File: config.mk
export PLATFORM = sky130hd
export DESIGN_NAME = pbch_descrambler
export DESIGN_NICKNAME = d
export VERILOG_FILES = /design/src/rtl/pbch_pkg.sv /design/src/rtl/gold_seq_gen.sv /design/src/rtl/pbch_descrambler.sv
export SDC_FILE = /design/constraint.sdc
export NUM_CORES = 1
export LEC_CHECK = 0
export CAP_MARGIN = 30
export CORE_ASPECT_RATIO = 1.2
export CORE_UTILIZATION = 45
export CTS_CLUSTER_DIAMETER = 50
export CTS_CLUSTER_SIZE = 40
export DETAILED_ROUTE_END_ITERATION = 16
export PLACE_DENSITY_LB_ADDON = 0.25
export SLEW_MARGIN = 20
export SYNTH_ARGS = -nofsm -noshare
export SYNTH_HDL_FRONTEND = slang
export SYNTH_SLANG_ARGS = --single-unit
export TNS_END_PERCENT = 10
File: constraint.sdc
create_clock -name clk_i -period 5 [get_ports clk_i]
set_clock_uncertainty 0.15 [all_clocks]
set_input_delay 1.25 -clock clk_i [delete_from_list [all_inputs] [get_ports clk_i]]
set_output_delay 1.25 -clock clk_i [all_outputs]
set_load 0.02 [all_outputs]
File: src/rtl/pbch_pkg.sv
`default_nettype none
// ============================================================================
// Module      : pbch_pkg
// Description : Shared constants, state encoding and Gold-sequence helper
//               for the PBCH descrambler and related scrambling blocks.
// Revision    : 1.0 - initial release
// ============================================================================
package pbch_pkg;

  localparam int NC         = 1600;
  localparam int M_BIT_PBCH = 864;
  localparam int GOLD_LEN   = 31;

  // Feedback taps: x1(n+31) = x1(n+3)^x1(n); x2(n+31) = x2(n+3)^x2(n+2)^x2(n+1)^x2(n)
  localparam logic [GOLD_LEN-1:0] X1_TAP_MASK = 31'h0000_0009;
  localparam logic [GOLD_LEN-1:0] X2_TAP_MASK = 31'h0000_000F;

  typedef enum logic [1:0] {
    NO_ID     = 2'd0,
    WAIT_IBAR = 2'd1,
    INIT      = 2'd2,
    RUN       = 2'd3
  } pbch_state_e;

  // One LFSR step: bit 0 holds the oldest sample x(n); the new sample enters at the top.
  function automatic logic [GOLD_LEN-1:0] gold_step(input logic [GOLD_LEN-1:0] x,
                                                    input logic [GOLD_LEN-1:0] mask);
    return {^(x & mask), x[GOLD_LEN-1:1]};
  endfunction

endpackage
`default_nettype wire

File: src/rtl/gold_seq_gen.sv
`default_nettype none
// ============================================================================
// Module      : gold_seq_gen
// Description : 31-bit Gold sequence generator (x1/x2 LFSR pair). Supports a
//               seed load, a multi-step fast advance and a single step; c_o
//               is the current sequence bit c(n) = x1(n) ^ x2(n).
// Revision    : 1.0 - initial release
// ============================================================================
module gold_seq_gen
  import pbch_pkg::*;
#(
  parameter int ADV_PER_CYCLE = 8
) (
  input  logic                clk_i,
  input  logic                reset_i,
  input  logic                load_i,
  input  logic [GOLD_LEN-1:0] seed_i,
  input  logic                adv_i,
  input  logic                step_i,
  output logic                c_o
);

  logic [GOLD_LEN-1:0] x1_q, x1_d;
  logic [GOLD_LEN-1:0] x2_q, x2_d;

  // Next LFSR contents: load has priority, then fast advance, then single step
  always_comb begin
    x1_d = x1_q;
    x2_d = x2_q;
    if (load_i) begin
      x1_d = {{(GOLD_LEN-1){1'b0}}, 1'b1};
      x2_d = seed_i;
    end else if (adv_i) begin
      for (int i = 0; i < ADV_PER_CYCLE; i++) begin
        x1_d = gold_step(x1_d, X1_TAP_MASK);
        x2_d = gold_step(x2_d, X2_TAP_MASK);
      end
    end else if (step_i) begin
      x1_d = gold_step(x1_q, X1_TAP_MASK);
      x2_d = gold_step(x2_q, X2_TAP_MASK);
    end
  end

  // LFSR state registers
  always_ff @(posedge clk_i or posedge reset_i) begin
    if (reset_i) begin
      x1_q <= '0;
      x2_q <= '0;
    end else begin
      x1_q <= x1_d;
      x2_q <= x2_d;
    end
  end

  assign c_o = x1_q[0] ^ x2_q[0];

endmodule
`default_nettype wire

File: src/rtl/pbch_descrambler.sv
`default_nettype none
// ============================================================================
// Module      : pbch_descrambler
// Description : Removes the PBCH Gold scrambling from the demapper LLR
//               stream. c_init = N_id, sequence offset 1600 + v*864.
//               Optional macro PBCH_DESCR_DEBUG_EN adds saturating
//               drop_cnt_o / err_cnt_o debug counters.
// Revision    : 1.0 - initial release
// ============================================================================
module pbch_descrambler
  import pbch_pkg::*;
#(
  parameter int LLR_DW        = 8,
  parameter int N_ID_DW       = 10,
  parameter int L_MAX         = 4,
  parameter int ADV_PER_CYCLE = 8
) (
  input  logic              clk_i,
  input  logic              reset_i,
  input  logic [N_ID_DW-1:0] N_id_i,
  input  logic              N_id_valid_i,
  input  logic [2:0]        ibar_SSB_i,
  input  logic              ibar_SSB_valid_i,
  input  logic [LLR_DW-1:0] s_axis_llr_tdata,
  input  logic [1:0]        s_axis_llr_tuser,
  input  logic              s_axis_llr_tlast,
  input  logic              s_axis_llr_tvalid,
  output logic [LLR_DW-1:0] m_axis_llr_tdata,
  output logic [1:0]        m_axis_llr_tuser,
  output logic              m_axis_llr_tlast,
  output logic              m_axis_llr_tvalid,
  output logic              ready_o,
  output logic              block_err_o
`ifdef PBCH_DESCR_DEBUG_EN
  ,
  output logic [15:0]       drop_cnt_o,
  output logic [15:0]       err_cnt_o
`endif
);

  localparam logic [9:0]        LAST_K  = 10'(M_BIT_PBCH - 1);
  localparam logic [LLR_DW-1:0] LLR_MIN = {1'b1, {(LLR_DW-1){1'b0}}};
  localparam logic [LLR_DW-1:0] LLR_MAX = {1'b0, {(LLR_DW-1){1'b1}}};

  pbch_state_e        state_q, state_d;
  logic [N_ID_DW-1:0] nid_q, nid_d;
  logic [2:0]         v_q, v_d;
  logic [12:0]        cnt_q, cnt_d;
  logic               loaded_q, loaded_d;
  logic [9:0]         k_q, k_d;
  logic [LLR_DW-1:0]  tdata_q, tdata_d;
  logic [1:0]         tuser_q, tuser_d;
  logic               tlast_q, tlast_d;
  logic               tvalid_q, tvalid_d;
  logic               block_err_q, block_err_d;

  logic               gen_load, gen_adv, gen_step, c_bit, accept;
  logic [2:0]         v_sel;
  logic [12:0]        t_target;
  logic [LLR_DW-1:0]  llr_neg;

  assign v_sel    = (L_MAX == 8) ? ibar_SSB_i : {1'b0, ibar_SSB_i[1:0]};
  assign t_target = 13'(NC) + 13'(v_q) * 13'(M_BIT_PBCH);
  assign accept   = s_axis_llr_tvalid && (state_q == RUN);
  assign llr_neg  = (s_axis_llr_tdata == LLR_MIN) ? LLR_MAX : -s_axis_llr_tdata;

  gold_seq_gen #(
    .ADV_PER_CYCLE (ADV_PER_CYCLE)
  ) u_gold (
    .clk_i   (clk_i),
    .reset_i (reset_i),
    .load_i  (gen_load),
    .seed_i  ({{(GOLD_LEN-N_ID_DW){1'b0}}, nid_q}),
    .adv_i   (gen_adv),
    .step_i  (gen_step),
    .c_o     (c_bit)
  );

  // Control FSM: seed capture, fast-forward to the sequence offset, per-LLR stepping
  always_comb begin
    state_d     = state_q;
    nid_d       = nid_q;
    v_d         = v_q;
    cnt_d       = cnt_q;
    loaded_d    = loaded_q;
    k_d         = k_q;
    block_err_d = 1'b0;
    gen_load    = 1'b0;
    gen_adv     = 1'b0;
    gen_step    = 1'b0;

    if (N_id_valid_i) nid_d = N_id_i;

    case (state_q)
      NO_ID: begin
        if (N_id_valid_i) state_d = WAIT_IBAR;
      end
      WAIT_IBAR: begin
        if (ibar_SSB_valid_i) begin
          v_d      = v_sel;
          loaded_d = 1'b0;
          state_d  = INIT;
        end
      end
      INIT: begin
        // First INIT cycle seeds the LFSRs; the rest fast-forward to the offset.
        if (!loaded_q) begin
          gen_load = 1'b1;
          loaded_d = 1'b1;
          cnt_d    = '0;
        end else begin
          gen_adv = 1'b1;
          cnt_d   = cnt_q + 13'(ADV_PER_CYCLE);
          if (cnt_d == t_target) begin
            k_d     = '0;
            state_d = RUN;
          end
        end
      end
      RUN: begin
        if (s_axis_llr_tvalid) begin
          gen_step = 1'b1;
          k_d      = k_q + 10'd1;
          if (s_axis_llr_tlast || (k_q == LAST_K)) begin
            block_err_d = s_axis_llr_tlast != (k_q == LAST_K);
            state_d     = WAIT_IBAR;
            // A new SSB index arriving on the block end starts the next init directly.
            if (ibar_SSB_valid_i) begin
              v_d      = v_sel;
              loaded_d = 1'b0;
              state_d  = INIT;
            end
          end
        end
      end
      default: state_d = NO_ID;
    endcase
  end

  // Output stage: conditional saturated negation, sideband delayed alongside
  always_comb begin
    tvalid_d = accept;
    tdata_d  = '0;
    tuser_d  = '0;
    tlast_d  = 1'b0;
    if (accept) begin
      tdata_d = c_bit ? llr_neg : s_axis_llr_tdata;
      tuser_d = s_axis_llr_tuser;
      tlast_d = s_axis_llr_tlast;
    end
  end

  // State and output registers
  always_ff @(posedge clk_i or posedge reset_i) begin
    if (reset_i) begin
      state_q     <= NO_ID;
      nid_q       <= '0;
      v_q         <= '0;
      cnt_q       <= '0;
      loaded_q    <= 1'b0;
      k_q         <= '0;
      tdata_q     <= '0;
      tuser_q     <= '0;
      tlast_q     <= 1'b0;
      tvalid_q    <= 1'b0;
      block_err_q <= 1'b0;
    end else begin
      state_q     <= state_d;
      nid_q       <= nid_d;
      v_q         <= v_d;
      cnt_q       <= cnt_d;
      loaded_q    <= loaded_d;
      k_q         <= k_d;
      tdata_q     <= tdata_d;
      tuser_q     <= tuser_d;
      tlast_q     <= tlast_d;
      tvalid_q    <= tvalid_d;
      block_err_q <= block_err_d;
    end
  end

  assign m_axis_llr_tdata  = tdata_q;
  assign m_axis_llr_tuser  = tuser_q;
  assign m_axis_llr_tlast  = tlast_q;
  assign m_axis_llr_tvalid = tvalid_q;
  assign ready_o           = (state_q == RUN);
  assign block_err_o       = block_err_q;

`ifdef PBCH_DESCR_DEBUG_EN
  logic [15:0] drop_cnt_q, drop_cnt_d;
  logic [15:0] err_cnt_q, err_cnt_d;

  // Saturating counters of dropped LLRs and block errors
  always_comb begin
    drop_cnt_d = drop_cnt_q;
    err_cnt_d  = err_cnt_q;
    if (s_axis_llr_tvalid && (state_q != RUN) && (drop_cnt_q != 16'hFFFF))
      drop_cnt_d = drop_cnt_q + 16'd1;
    if (block_err_d && (err_cnt_q != 16'hFFFF))
      err_cnt_d = err_cnt_q + 16'd1;
  end

  // Debug counter registers
  always_ff @(posedge clk_i or posedge reset_i) begin
    if (reset_i) begin
      drop_cnt_q <= '0;
      err_cnt_q  <= '0;
    end else begin
      drop_cnt_q <= drop_cnt_d;
      err_cnt_q  <= err_cnt_d;
    end
  end

  assign drop_cnt_o = drop_cnt_q;
  assign err_cnt_o  = err_cnt_q;
`endif

endmodule
`default_nettype wire

Yosys cells after proc, flatten, opt, wreduce, memory -nomap -nowiden
Index checks and enable logic that the tools add are counted.
- output and inout bits: 14
- input bits: 29
- register bits: 114
- word-level logic and storage cells: 100
- $mul: 1
- bitwise gates (word level): 1
- $add $sub $neg: 4
- equal/unequal tests: 13
- reductions and logical operators: 27
- multiplexer cells: 41
- operators by type and width (cell ; number):
    31-bit parity ; 16
    31-bit 2-to-1 mux ; 6
    10-bit 2-to-1 mux ; 3
    8-bit 2-to-1 mux ; 3
    10-bit case mux with 2 select lines ; 1
    2-bit 2-to-1 mux ; 8
    11-bit by 13-bit adder with 13-bit output, first input constant ; 1
    13-bit by 4-bit adder with 13-bit output, second input constant ; 1
    13-bit equality test ; 1
    1-bit 2-to-1 mux ; 13
    13-bit 2-to-1 mux ; 1
    10-bit by 1-bit adder with 10-bit output, second input constant ; 1
    10-bit equality test, second input constant ; 1
    2-bit inequality test, second input constant ; 5
    3-bit 2-to-1 mux ; 3
    8-bit equality test, second input constant ; 1
    3-bit by 5-bit multiplier with 8-bit output, second input constant ; 1
    8-bit negator ; 1
    2-bit case mux with 4 select lines ; 1
    3-bit case mux with 2 select lines ; 1
    3-bit AND reduction ; 2
    6-bit AND reduction ; 1
    3-bit nonzero test ; 2
    2-bit equality test, second input constant ; 2
    10 further kinds ; 11

Logic depth before layout (Yosys ltp)
Gate-level depths: netlist of run 1.
- word-level depth: 6
- depth in mapped cells: 9
- depth with buffers taken out: 9

Modules after synthesis
Synthesis of run 1 repeated with hierarchy kept, for this count alone.
- cells, all modules: 667
- area, all modules: 6236.0 um2
- modules (own cells, without submodules) (module ; times used ; cells each ; seq. area each (um2) ; area each (um2)):
    gold_seq_gen ; 1 ; 390 ; 1551.5 ; 3549.7
    pbch_descrambler ; 1 ; 277 ; 1201.2 ; 2686.3

Worst setup path after synthesis of run 1
OpenSTA, ideal clock, no wires.
- path type: input -> register
- start: input s_axis_llr_tvalid
- end: register u_gold.x1_q[0]
- cell stages on the path: 7
- path slack: 2311 ps
- required time: 4768 ps
- arrival: 2457 ps
- buffers on the path: 3
- library setup time: 82 ps
- path through: clkbuf_1 nand2_1 inv_1 buf_2 clkbuf_1 nand2_1 a31oi_1
- longest elaborated chain between the ends: 3
- RTL lines (element ; RTL line ; RTL):
    from (decl) ; pbch_descrambler.sv:27 ; input logic s_axis_llr_tvalid,
    1-bit 2-to-1 mux ; pbch_descrambler.sv:121 ; if (s_axis_llr_tvalid) begin
    1-bit 2-to-1 mux ; pbch_descrambler.sv:94 ; case (state_q)
    3-bit nonzero test (no line) ; - ;
    to (signal assigned) ; gold_seq_gen.sv:47 ; x1_q <= '0;
    to (signal assigned) ; gold_seq_gen.sv:50 ; x1_q <= x1_d;
    to (decl) ; gold_seq_gen.sv:23 ; logic [GOLD_LEN-1:0] x1_q, x1_d;
No other way between the ends.
A chain may end at the register's enable or synchronous reset.

Final worst setup path of run 1
- start: register state_q[0]
- end: output ready_o
- longest elaborated chain between the ends: 1
- RTL lines (element ; RTL line ; RTL):
    from (decl) ; pbch_descrambler.sv:45 ; pbch_state_e state_q, state_d;
    from (signal assigned) ; pbch_descrambler.sv:168 ; state_q <= state_d;
    2-bit equality test ; pbch_descrambler.sv:186 ; assign ready_o = (state_q == RUN);
    to (decl) ; pbch_descrambler.sv:32 ; output logic ready_o,
No other way between the ends.

==> summary.md, run 1 <==
| Metric | Value |
|---|---|
| Outcome | finished clean |
| Mapped Cells | 614 |
| Worst path max stage delay | 0.64 ns |
| Area Growth Syn to Fin | 13.81% |
| Remaining Overflow, GRT | 0 |
| Detail Placement HPWL | 8086 µm |
| Cell area power density | 665.0 nW/µm² |
| Synth Cell Area | 5718 µm² |
| DRC | 0 |
| FF-to-FF path depth | 9 |
| Post-synth EDFFs | 0 |
| Layout cell share with drive strength beyond 1 | 7.087% |
| Peak supply drop | 0.2886 mV |
| DIE HEIGHT | 125.5 µm |
| Clk pin slew, worst setup/hold paths | 0.07 ns |
| FILL cells | 1142 |
| Die Wd | 104.9 µm |
| Num ports | 43 |
| Switching Fraction | 42.08% |
| CP max FO | 11 |
| Initial antenna violation count | 0 |
| Synth warn | 0 |
| CP Launch Type | register |
| Hold Path Class | register to register |
| Top FF cell, synth | dfrtp_1 |
| Number of global-route vias before repair | 4401 |
| Max-slew violations | 0 |
| Resized cells post-CTS | 0 |
| CP cell instances | nand2_1 -> inv_1 -> clkdlybuf4s50_1 |
| Hold Fails Final Rpt | 0 |
| GR Util All Layers | 20.04% |
| Final setup viols | 0 |
| Worst skew pair latency | 0.34 ns |
| RR Startpoint | v_q[0] |
| Total power | 4.328 mW |
| WS Path Type | register to primary output |
| Routed via count | 4559 |
| # port buffers | 41 |
| Post-synthesis mux area share | 3.632% |
| First-pass GRT wire length | 21430 µm |
| CTS tree | yes |
| Num rows | 44 |
| Synth Area in XOR/XNOR | 5.974% |
| Required time worst endpoint | 3.60 ns |
| Cts hold-fix bufs | 0 |
| Clock share of power | 15.9% |
| FF+latch count, synth | 110 |
| Unrepaired setup endpoints after global routing | no |
| Sw power | 1.821 mW |
| Yosys top cell area share | 48.14% |
| Starting Density | 46.79% |
| Syn nets | 652 |
| Setup TNS | 0 ns |
| Post-route clock period utilization | 68.20% |
| Final antenna-violating net count | 0 |
| Compound-Gate Fraction of Synth Area | 19.82% |
| Max-cap violations | 0 |
| Post-synth top cells | nand2_1 (129), dfrtp_1 (110), a21oi_1 (49), a31oi_1 (49), clkbuf_1 (38) |
| Clock Sink Count | 110 |
| Reg-to-reg endpoint | k_q[0] |
| First drt pass iteration count | 5 |
| Htree depth | 3 |
| Tmin final | 3.410 ns |
| Sequential Power Share | 38.6% |
| Core Region | 12220 µm² |
| Die area | 13160 µm² |
| Total CTS buffers | 9 |
| Register area share after synthesis | 48.14% |
| Most common cell in the netlist | nand2_1 |
| Leak | 2.723 nW |
| Main combinational cell family by area after synthesis | compound AO/OA/AOI/OAI gates |
| Global placer's final weighted congestion | 0.8046 |
| CP Launch Point | state_q[0] |
| Largest net degree at the start of global routing | 62 |
| Final core occ | 53.25% |
| Crit-path slowest cell | clkdlybuf4s50_1 |
| Least-Margin Pin Slew | 0.9102 ns |
| Post-synth top area cell | dfrtp_1 |
| Hold path startpoint | nid_q[7] |
| Slew headroom | 39.32% |
| Fin nets | 668 |
| Fmax | 293.3 MHz |
| Synth Area in Simple Gates | 16.52% |
| Crit. End Element | primary output |
| Worst setup endpoint | ready_o |
| Post-CTS setup buffers | 0 |
| Syn_area_per_cell | 9.313 µm² |
| Clock tree buffer depth | 2 |
| Post-synthesis cell type count | 61 |
| CTS root buf | clkbuf_16 |
| Adder-cell share of the synthesized area | 1.969% |
| Vias per inst | 5.727 |
| FFs w/ async S/R, synth | 100.0% |
| Area contributors post-synth | dfrtp_1 (48%), nand2_1 (8.5%), a31oi_1 (5.4%) |
| Detailed router's first-iteration violation count | 327 |
| DR WL/cell | 15.80 µm |
| Total Wirelength | 12570 µm |
| Reg2Reg Setup Slack | 2.23 ns |
| Combinational Power Share | 45.5% |
| Internal Pwr Total | 2.507 mW |
| Antenna diode count | 0 |
| Worst Path Arrival | 2.01 ns |
## flip-flops by register name, indices dropped and copies added, names as in the netlist
register	count
cnt_q	10
u_gold.x2_q	31
loaded_q	1
m_axis_llr_tlast	1
m_axis_llr_tdata	8
u_gold.x1_q	31
k_q	10
v_q	2
m_axis_llr_tuser	2
state_q	2
block_err_o	1
nid_q	10
m_axis_llr_tvalid	1
## routing by layer
metal / vias up / track usage (%) / routed length (µm)
met2: 84 / 33.42 / 6247
li1: 2220 / - / -
met3: 8 / 2.398 / 385
met1: 2247 / 27.12 / 5820
met4: 0 / 6.711 / 121
met5: - / 0 / 0
## area by class of cell
cell class / count / area, µm² / share of cell area [%]
Timing Repair Buffer: 49 / 483.0 / 7.422
Clock buffer: 16 / 281.5 / 4.326
Inverter: 11 / 43.79 / 0.6729
Multi-Input combinational cell: 449 / 2745 / 42.18
Tap cell: 161 / 201.4 / 3.096
Sequential cell: 110 / 2753 / 42.30
## kinds of logic after synthesis
family / Yosys count
AND/OR/NAND/NOR: 208
AO/OA/AOI/OAI: 174
flip-flops: 110
buffers and inverters: 55
XOR/XNOR: 39
multiplexers: 19
adder cells (fa/ha/maj): 9
## per-stage QoR
step | instance area, µm² | hold slack (ns) | instances | worst slack (ns)
2_1_floorplan | 5718 | 0.3120 | 614 | 0.6977
3_3_place_gp | 6226 | 0.3387 | 780 | 1.713
3_5_place_dp | 6226 | 0.3383 | 780 | 1.672
4_1_cts | 6507 | 0.3565 | 796 | 1.610
5_1_grt | 6507 | 0.3763 | 796 | 1.517
6_report | 6507 | 0.3528 | 796 | 1.590
## critical path, delay by kind of cell, from the launching register on
kind,cells,cell delay (ns)
buffers and inverters,2,0.87
AND/OR/NAND/NOR,1,0.27
flip-flops,1,0.53
## layout by cell type, fill, tap and decap left out, types with 9 or more instances in the layout
cell type and n:
a211oi_1 12, a21oi_1 49, a31oi_1 49, clkbuf_16 9
clkdlybuf4s50_1 41, dfrtp_1 110, ha_1 9, inv_1 9
mux2_2 10, nand2_1 128, nand3_1 13, nor2_1 16
nor3_1 14, o21ai_0 20, xnor2_1 30, xor2_1 9
## worst min-delay path by stage
stage / to / slack (ns) / cells past startpoint
after global placement: nid_q[7] / 0.34 / 1
after CTS: u_gold.x2_q[23] / 0.36 / 2
final: nid_q[7] / 0.35 / 1
after detailed placement: u_gold.x2_q[23] / 0.34 / 2
after global routing: nid_q[7] / 0.38 / 1
after floorplan: u_gold.x2_q[23] / 0.31 / 2
## power by group through the flow
stage                     logic, mW  registers, mW  clock network (mW)
final                          1.97           1.67               0.687
after global routing           2.22           1.73               0.745
after CTS                      1.99           1.67               0.705
after detailed placement       1.98           1.68                   0
after global placement         1.91           1.67                   0
after floorplan                1.62           1.56                   0
Power figures use the tool's default switching activity.
==> run 2, diff against run 1 <==
==> constraint.sdc (replaced) <==
create_clock -name clk_i -period 2.8 [get_ports clk_i]
set_clock_uncertainty 0.15 [all_clocks]
set_input_delay 0.7 -clock clk_i [delete_from_list [all_inputs] [get_ports clk_i]]
set_output_delay 0.7 -clock clk_i [all_outputs]
set_load 0.02 [all_outputs]
==> run 2 against run 1 <==
Compared with the run above: count of clock-buffer cells in the layout decreased by 3; setup slack lost 1.4 ns; worst hold slack hardly changed; die area stayed put; cell area up 2.2%; combinational power increased by 87%; register-to-register slack got worse by 2.0 ns; largest power group unchanged; utilization up 1.2 points; flip-flop and latch count stayed put; sequential power up 77%.
==> summary.md, run 2 (synthesized netlist as in run 1, its figures left out) <==
| Metric | Value |
|---|---|
| FF/Latch Area | 2754 µm² |
| Resized cells post-CTS | 0 |
| Hold Fails Final Rpt | 0 |
| DIE HEIGHT | 125.5 µm |
| Vias per inst | 5.780 |
| Antenna diode count | 0 |
| Cell family with most CP delay | compound AO/OA/AOI/OAI gates |
| Final antenna-violating net count | 0 |
| FF-to-FF path depth | 8 |
| Detailed router's first-iteration violation count | 414 |
| Least-Margin Pin Slew | 0.6479 ns |
| GR Util All Layers | 20.54% |
| Num rows | 44 |
| Required time worst endpoint | 2.89 ns |
| Die area | 13160 µm² |
| Commonest non-fill, non-tap cell in the layout | nand2_1 |
| Post-route clock period utilization | 92.87% |
| Global placer's final weighted congestion | 0.8009 |
| Hold path startpoint | nid_q[7] |
| Switching Fraction | 41.53% |
| Total Wirelength | 12670 µm |
| Cell area power density | 1204 nW/µm² |
| Final setup viols | 0 |
| Largest net degree at the start of global routing | 64 |
| Crit path buffers/inverters | 0 |
| CTS root buf | clkbuf_16 |
| Worst skew pair latency | 0.35 ns |
| Hold Path End | nid_q[7] |
| Met2 Wirelength | 6172 µm |
| Top Metal Used | met4 |
| Area of the multi-input gates | 2763 µm² |
| Worst path max stage delay | 0.43 ns |
| Number of global-route vias before repair | 4575 |
| Sw power | 3.325 mW |
| CP max FO | 7 |
| Slew headroom | 56.64% |
| DR WL/cell | 15.76 µm |
| CTS tree | yes |
| Pre-CTS setup slack | 0.07033 ns |
| Clock share of power | 17.2% |
| Max-slew violations | 0 |
| Reg-to-reg endpoint | k_q[0] |
| Clock Sink Count | 110 |
| Core Region | 12220 µm² |
| Fin nets | 676 |
| Leak | 2.788 nW |
| Clk pin slew, worst setup/hold paths | 0.07 ns |
| Total CTS buffers | 9 |
| Die Wd | 104.9 µm |
| Met3 wire len | 457 µm |
| RR Startpoint | cnt_q[3] |
| Area Growth Syn to Fin | 16.28% |
| Remaining Overflow, GRT | 0 |
| Clock tree buffer depth | 2 |
| Most frequent cells in the layout | nand2_1 (128), dfrtp_1 (109), a21oi_1 (49), a31oi_1 (49), clkdlybuf4s50_1 (41) |
| Sequential Power Share | 36.8% |
| Post-CTS setup buffers | 0 |
| Fmax | 384.5 MHz |
| Layout cell share with drive strength beyond 1 | 8.865% |
| # placed instances | 788 |
| First-pass GRT wire length | 21870 µm |
| Max-cap violations | 0 |
| Tmin final | 2.600 ns |
| Setup TNS | 0 ns |
| Unrepaired setup endpoints after global routing | no |
| Cts hold-fix bufs | 0 |
| Crit. End Element | register |
| Fin cells | 804 |
| Final core occ | 54.40% |
| Sum of routed wire segments on met1 | 5851 µm |
| Crit-path slowest cell | dfrtp_1 |
| Hold Path Class | register to register |
| Combinational Power Share | 46.0% |
| Worst Path Arrival | 2.69 ns |
| # port buffers | 41 |
| Peak supply drop | 0.4950 mV |
| Outcome | finished clean |
| Num ports | 43 |
| Starting Density | 46.79% |
| DRC | 0 |
| First drt pass iteration count | 5 |
| Reg2Reg Setup Slack | 0.20 ns |
| Detail Placement HPWL | 8267 µm |
| Largest regs | u_gold.x1_q: 31 flops, u_gold.x2_q: 31 flops |
| CP cell instances | ha_1 -> and3_1 -> xnor2_1 -> a2111oi_4 -> o221ai_2 -> a211oi_4 -> nor2_2 -> mux2_4 |
| Internal Pwr Total | 4.682 mW |
| Routed via count | 4647 |
| Htree depth | 3 |
| CP Launch Type | register |
| Worst Hold Path Cells | 1 |
| WS Path Type | register to register |
| Worst setup margin | 0.1995 ns |
| FILL cells | 1153 |
| Initial antenna violation count | 0 |
==> run 2: cell types whose count changed in the layout (fill, tap and decap cells not counted), sizes merged <==
cell	previous run	this run
buf	8	16
clkbuf	16	13
bufinv	0	2
clkinvlp	0	2
inv	11	10
==> run 2: worst register-to-register path, cell delays in order (launching register included) <==
cell,delay (ns)
dfrtp_1,0.43
ha_1,0.27
and3_1,0.29
xnor2_1,0.19
a2111oi_4,0.36
o221ai_2,0.19
a211oi_4,0.22
nor2_2,0.12
mux2_4,0.27
==> run 2: cell type report <==
class	count	area share (%)
well taps	161	3.030
multi-input cells	449	41.55
clock buffers	13	3.764
clock inverters	3	1.016
flip-flops and latches	110	41.42
inverters	11	0.6775
repair buffers	57	8.543
==> run 2: worst max path at each step <==
stage / start / to / slack (ns) / depth (start not counted)
global placement: s_axis_llr_tdata[1] / m_axis_llr_tdata[7] / 0.1 / 8
CTS: state_q[1] / ready_o / 0.11 / 3
finish: cnt_q[3] / k_q[0] / 0.20 / 8
floorplan: cnt_q[3] / k_q[0] / 0.34 / 9
detailed placement: s_axis_llr_tdata[1] / m_axis_llr_tdata[7] / 0.07 / 8
global route: v_q[0] / k_q[0] / 0.04 / 9
==> run 2: power groups by stage <==
stage	sequential, mW	clock (mW)	combinational, mW
2_1_floorplan	2.78	0	2.89
3_5_place_dp	2.95	0	3.67
5_1_grt	3.04	1.46	4.13
4_1_cts	2.93	1.40	3.70
3_3_place_gp	2.94	0	3.54
6_report	2.95	1.37	3.69
==> run 2: layer usage <==
layer	up-vias	track usage (%)
met5	-	0
met4	0	7.871
met3	17	3.650
met2	95	33.39
met1	2302	27.39
li1	2233	-
==> run 2: through the flow <==
step	hold WS [ns]	total power, mW	cell area [µm²]
2_1_floorplan	0.3120	5.673	5722
3_3_place_gp	0.3366	6.481	6317
3_5_place_dp	0.3463	6.623	6317
4_1_cts	0.3610	8.031	6635
5_1_grt	0.3747	8.634	6649
6_report	0.3532	8.008	6649
==> run 3, diff against run 2 <==
--- a/config.mk
+++ b/config.mk
@@ -6,12 +6,12 @@
 export NUM_CORES = 1
 export LEC_CHECK = 0
 export CAP_MARGIN = 30
-export CORE_ASPECT_RATIO = 1.2
 export CORE_UTILIZATION = 45
 export CTS_CLUSTER_DIAMETER = 50
 export CTS_CLUSTER_SIZE = 40
 export DETAILED_ROUTE_END_ITERATION = 16
 export PLACE_DENSITY_LB_ADDON = 0.25
+export SKIP_CTS_REPAIR_TIMING = 1
 export SLEW_MARGIN = 20
 export SYNTH_ARGS = -nofsm -noshare
 export SYNTH_HDL_FRONTEND = slang
==> run 3 against run 2 <==
Compared with the run above: die area about the same; via count decreased by 1.1%; cell area decreased by 0.28%; total power decreased by 0.67%; worst hold slack improved by 0.0064 ns; first-iteration DRC count decreased by 18%; count of clock-buffer cells in the layout decreased by 2; clock power decreased by 3%.
==> summary.md, run 3 (synthesized netlist as in run 1, its figures left out) <==
| Metric | Value |
|---|---|
| Clock Sink Count | 110 |
| Num rows | 40 |
| Antenna diode count | 0 |
| FF-to-FF path depth | 8 |
| Crit. End Element | register |
| First drt pass iteration count | 6 |
| WHS | 0.3596 ns |
| Remaining Overflow, GRT | 0 |
| Die Wd | 114.7 µm |
| Global placer's final weighted congestion | 0.8261 |
| Num ports | 43 |
| Hold Path Class | register to register |
| Total Wirelength | 12510 µm |
| Vias per inst | 5.679 |
| Worst Hold Path Cells | 1 |
| Commonest non-fill, non-tap cell in the layout | nand2_1 |
| CTS tree | yes |
| Max-slew violations | 0 |
| Initial antenna violation count | 0 |
| Max-cap violations | 0 |
| Detail Placement HPWL | 8048 µm |
| Pre-CTS setup slack | 0.07413 ns |
| Layout cell share with drive strength beyond 1 | 9.048% |
| Largest net degree at the start of global routing | 111 |
| CP cell instances | ha_1 -> and3_2 -> xnor2_1 -> a2111oi_4 -> o221ai_2 -> a211oi_4 -> nor2_2 -> mux2_4 |
| DR WL/cell | 15.46 µm |
| Required time worst endpoint | 2.90 ns |
| Hold Fails Final Rpt | 0 |
| Worst setup margin | 0.1053 ns |
| Htree depth | 3 |
| Routed via count | 4594 |
| DRC | 0 |
| Clock tree buffer depth | 2 |
| Slew headroom | 57.37% |
| Outcome | finished clean |
| Worst Path Arrival | 2.79 ns |
| Most frequent cells in the layout | nand2_1 (128), dfrtp_1 (110), a21oi_1 (49), a31oi_1 (49), clkdlybuf4s50_1 (41) |
| # placed instances | 793 |
| Crit-path slowest cell | dfrtp_1 |
| Clk pin slew, worst setup/hold paths | 0.07 ns |
| Leak | 2.776 nW |
| Final antenna-violating net count | 0 |
| GR Util All Layers | 20.63% |
| Final setup viols | 0 |
| Number of global-route vias before repair | 4420 |
| Post-route clock period utilization | 96.24% |
| Fin nets | 674 |
| Setup TNS | 0 ns |
| Fin cells | 809 |
| Starting Density | 46.82% |
| Core Region | 12210 µm² |
| Unrepaired setup endpoints after global routing | yes |
| Largest regs | u_gold.x1_q: 31 flops, u_gold.x2_q: 31 flops |
| CP max FO | 7 |
| Least-Margin Pin Slew | 0.6371 ns |
| Detailed router's first-iteration violation count | 341 |
| WS Path Type | register to register |
| Cell area power density | 1200 nW/µm² |
| # port buffers | 41 |
| Area Growth Syn to Fin | 15.95% |
| First-pass GRT wire length | 21350 µm |
| Worst path max stage delay | 0.44 ns |
| Peak supply drop | 0.6495 mV |
| DIE HEIGHT | 114.7 µm |
| Tmin final | 2.695 ns |
| CP Launch Type | register |
| Total CTS buffers | 9 |
| Die area | 13160 µm² |
| CTS root buf | clkbuf_16 |
| Fmax | 371.1 MHz |
| Worst skew pair latency | 0.36 ns |
-- run 3: cell count changes in the layout (fill, tap and decap cells not counted), moves of 2 or more --
cell,change
clkbuf_1,-3
buf_4,-2
clkinv_4,+2
clkinv_2,+2
-- run 3: critical path, delay by kind of cell (launching register included) --
family	cells	cell delay [ns]
compound gates	3	0.85
xor+xnor	1	0.17
fa+ha+maj	1	0.28
flops	1	0.44
mux	1	0.27
simple gates	2	0.42
-- run 3: where the power goes --
| part | internal [mW] | total, mW | switching (mW) |
|---|---|---|---|
| clock network | 0.743 | 1.33 | 0.590 |
| logic | 1.60 | 3.65 | 2.05 |
| registers | 2.27 | 2.98 | 0.701 |
-- run 3: path summary, 6_finish.rpt --
kind | startpoint | endpoint | slack (ns)
min | nid_q[8] | nid_q[8] | 0.36
max | cnt_q[3] | k_q[0] | 0.11
max reg2reg | cnt_q[3] | k_q[0] | 0.11
max in group asynchronous | reset_i | m_axis_llr_tdata[1] | 1.36
min reg2reg | nid_q[8] | nid_q[8] | 0.36
min in group asynchronous | reset_i | nid_q[7] | 0.71
-- run 3: cell type report --
cell class,instances,area [µm²]
fillers,1145,5582
multi-input cells,449,2759
flip-flops and latches,110,2753
repair buffers,55,553.0
clock buffers,11,252.7
well taps,168,210.2
clock inverters,5,57.56
inverters,11,45.04
-- run 3: stage by stage --
| step | power [mW] | utilization [%] | cell area, µm² |
|---|---|---|---|
| after floorplan | 5.673 | - | 5722 |
| after global placement | 6.483 | 51.64 | 6306 |
| final | 7.954 | 54.29 | 6630 |
| after CTS | 7.993 | 54.18 | 6616 |
| after global routing | 8.600 | 54.29 | 6630 |
| after detailed placement | 6.629 | 51.64 | 6306 |
-- run 3: per-layer routing --
metal	part of all wire (%)	wire length [µm]	up-vias	track usage (%)
met3	3.7	458	13	4.447
met4	1.4	170	0	6.407
met5	0	0	-	0
li1	-	-	2229	-
met2	47	5929	94	33.05
met1	48	5950	2258	28.12
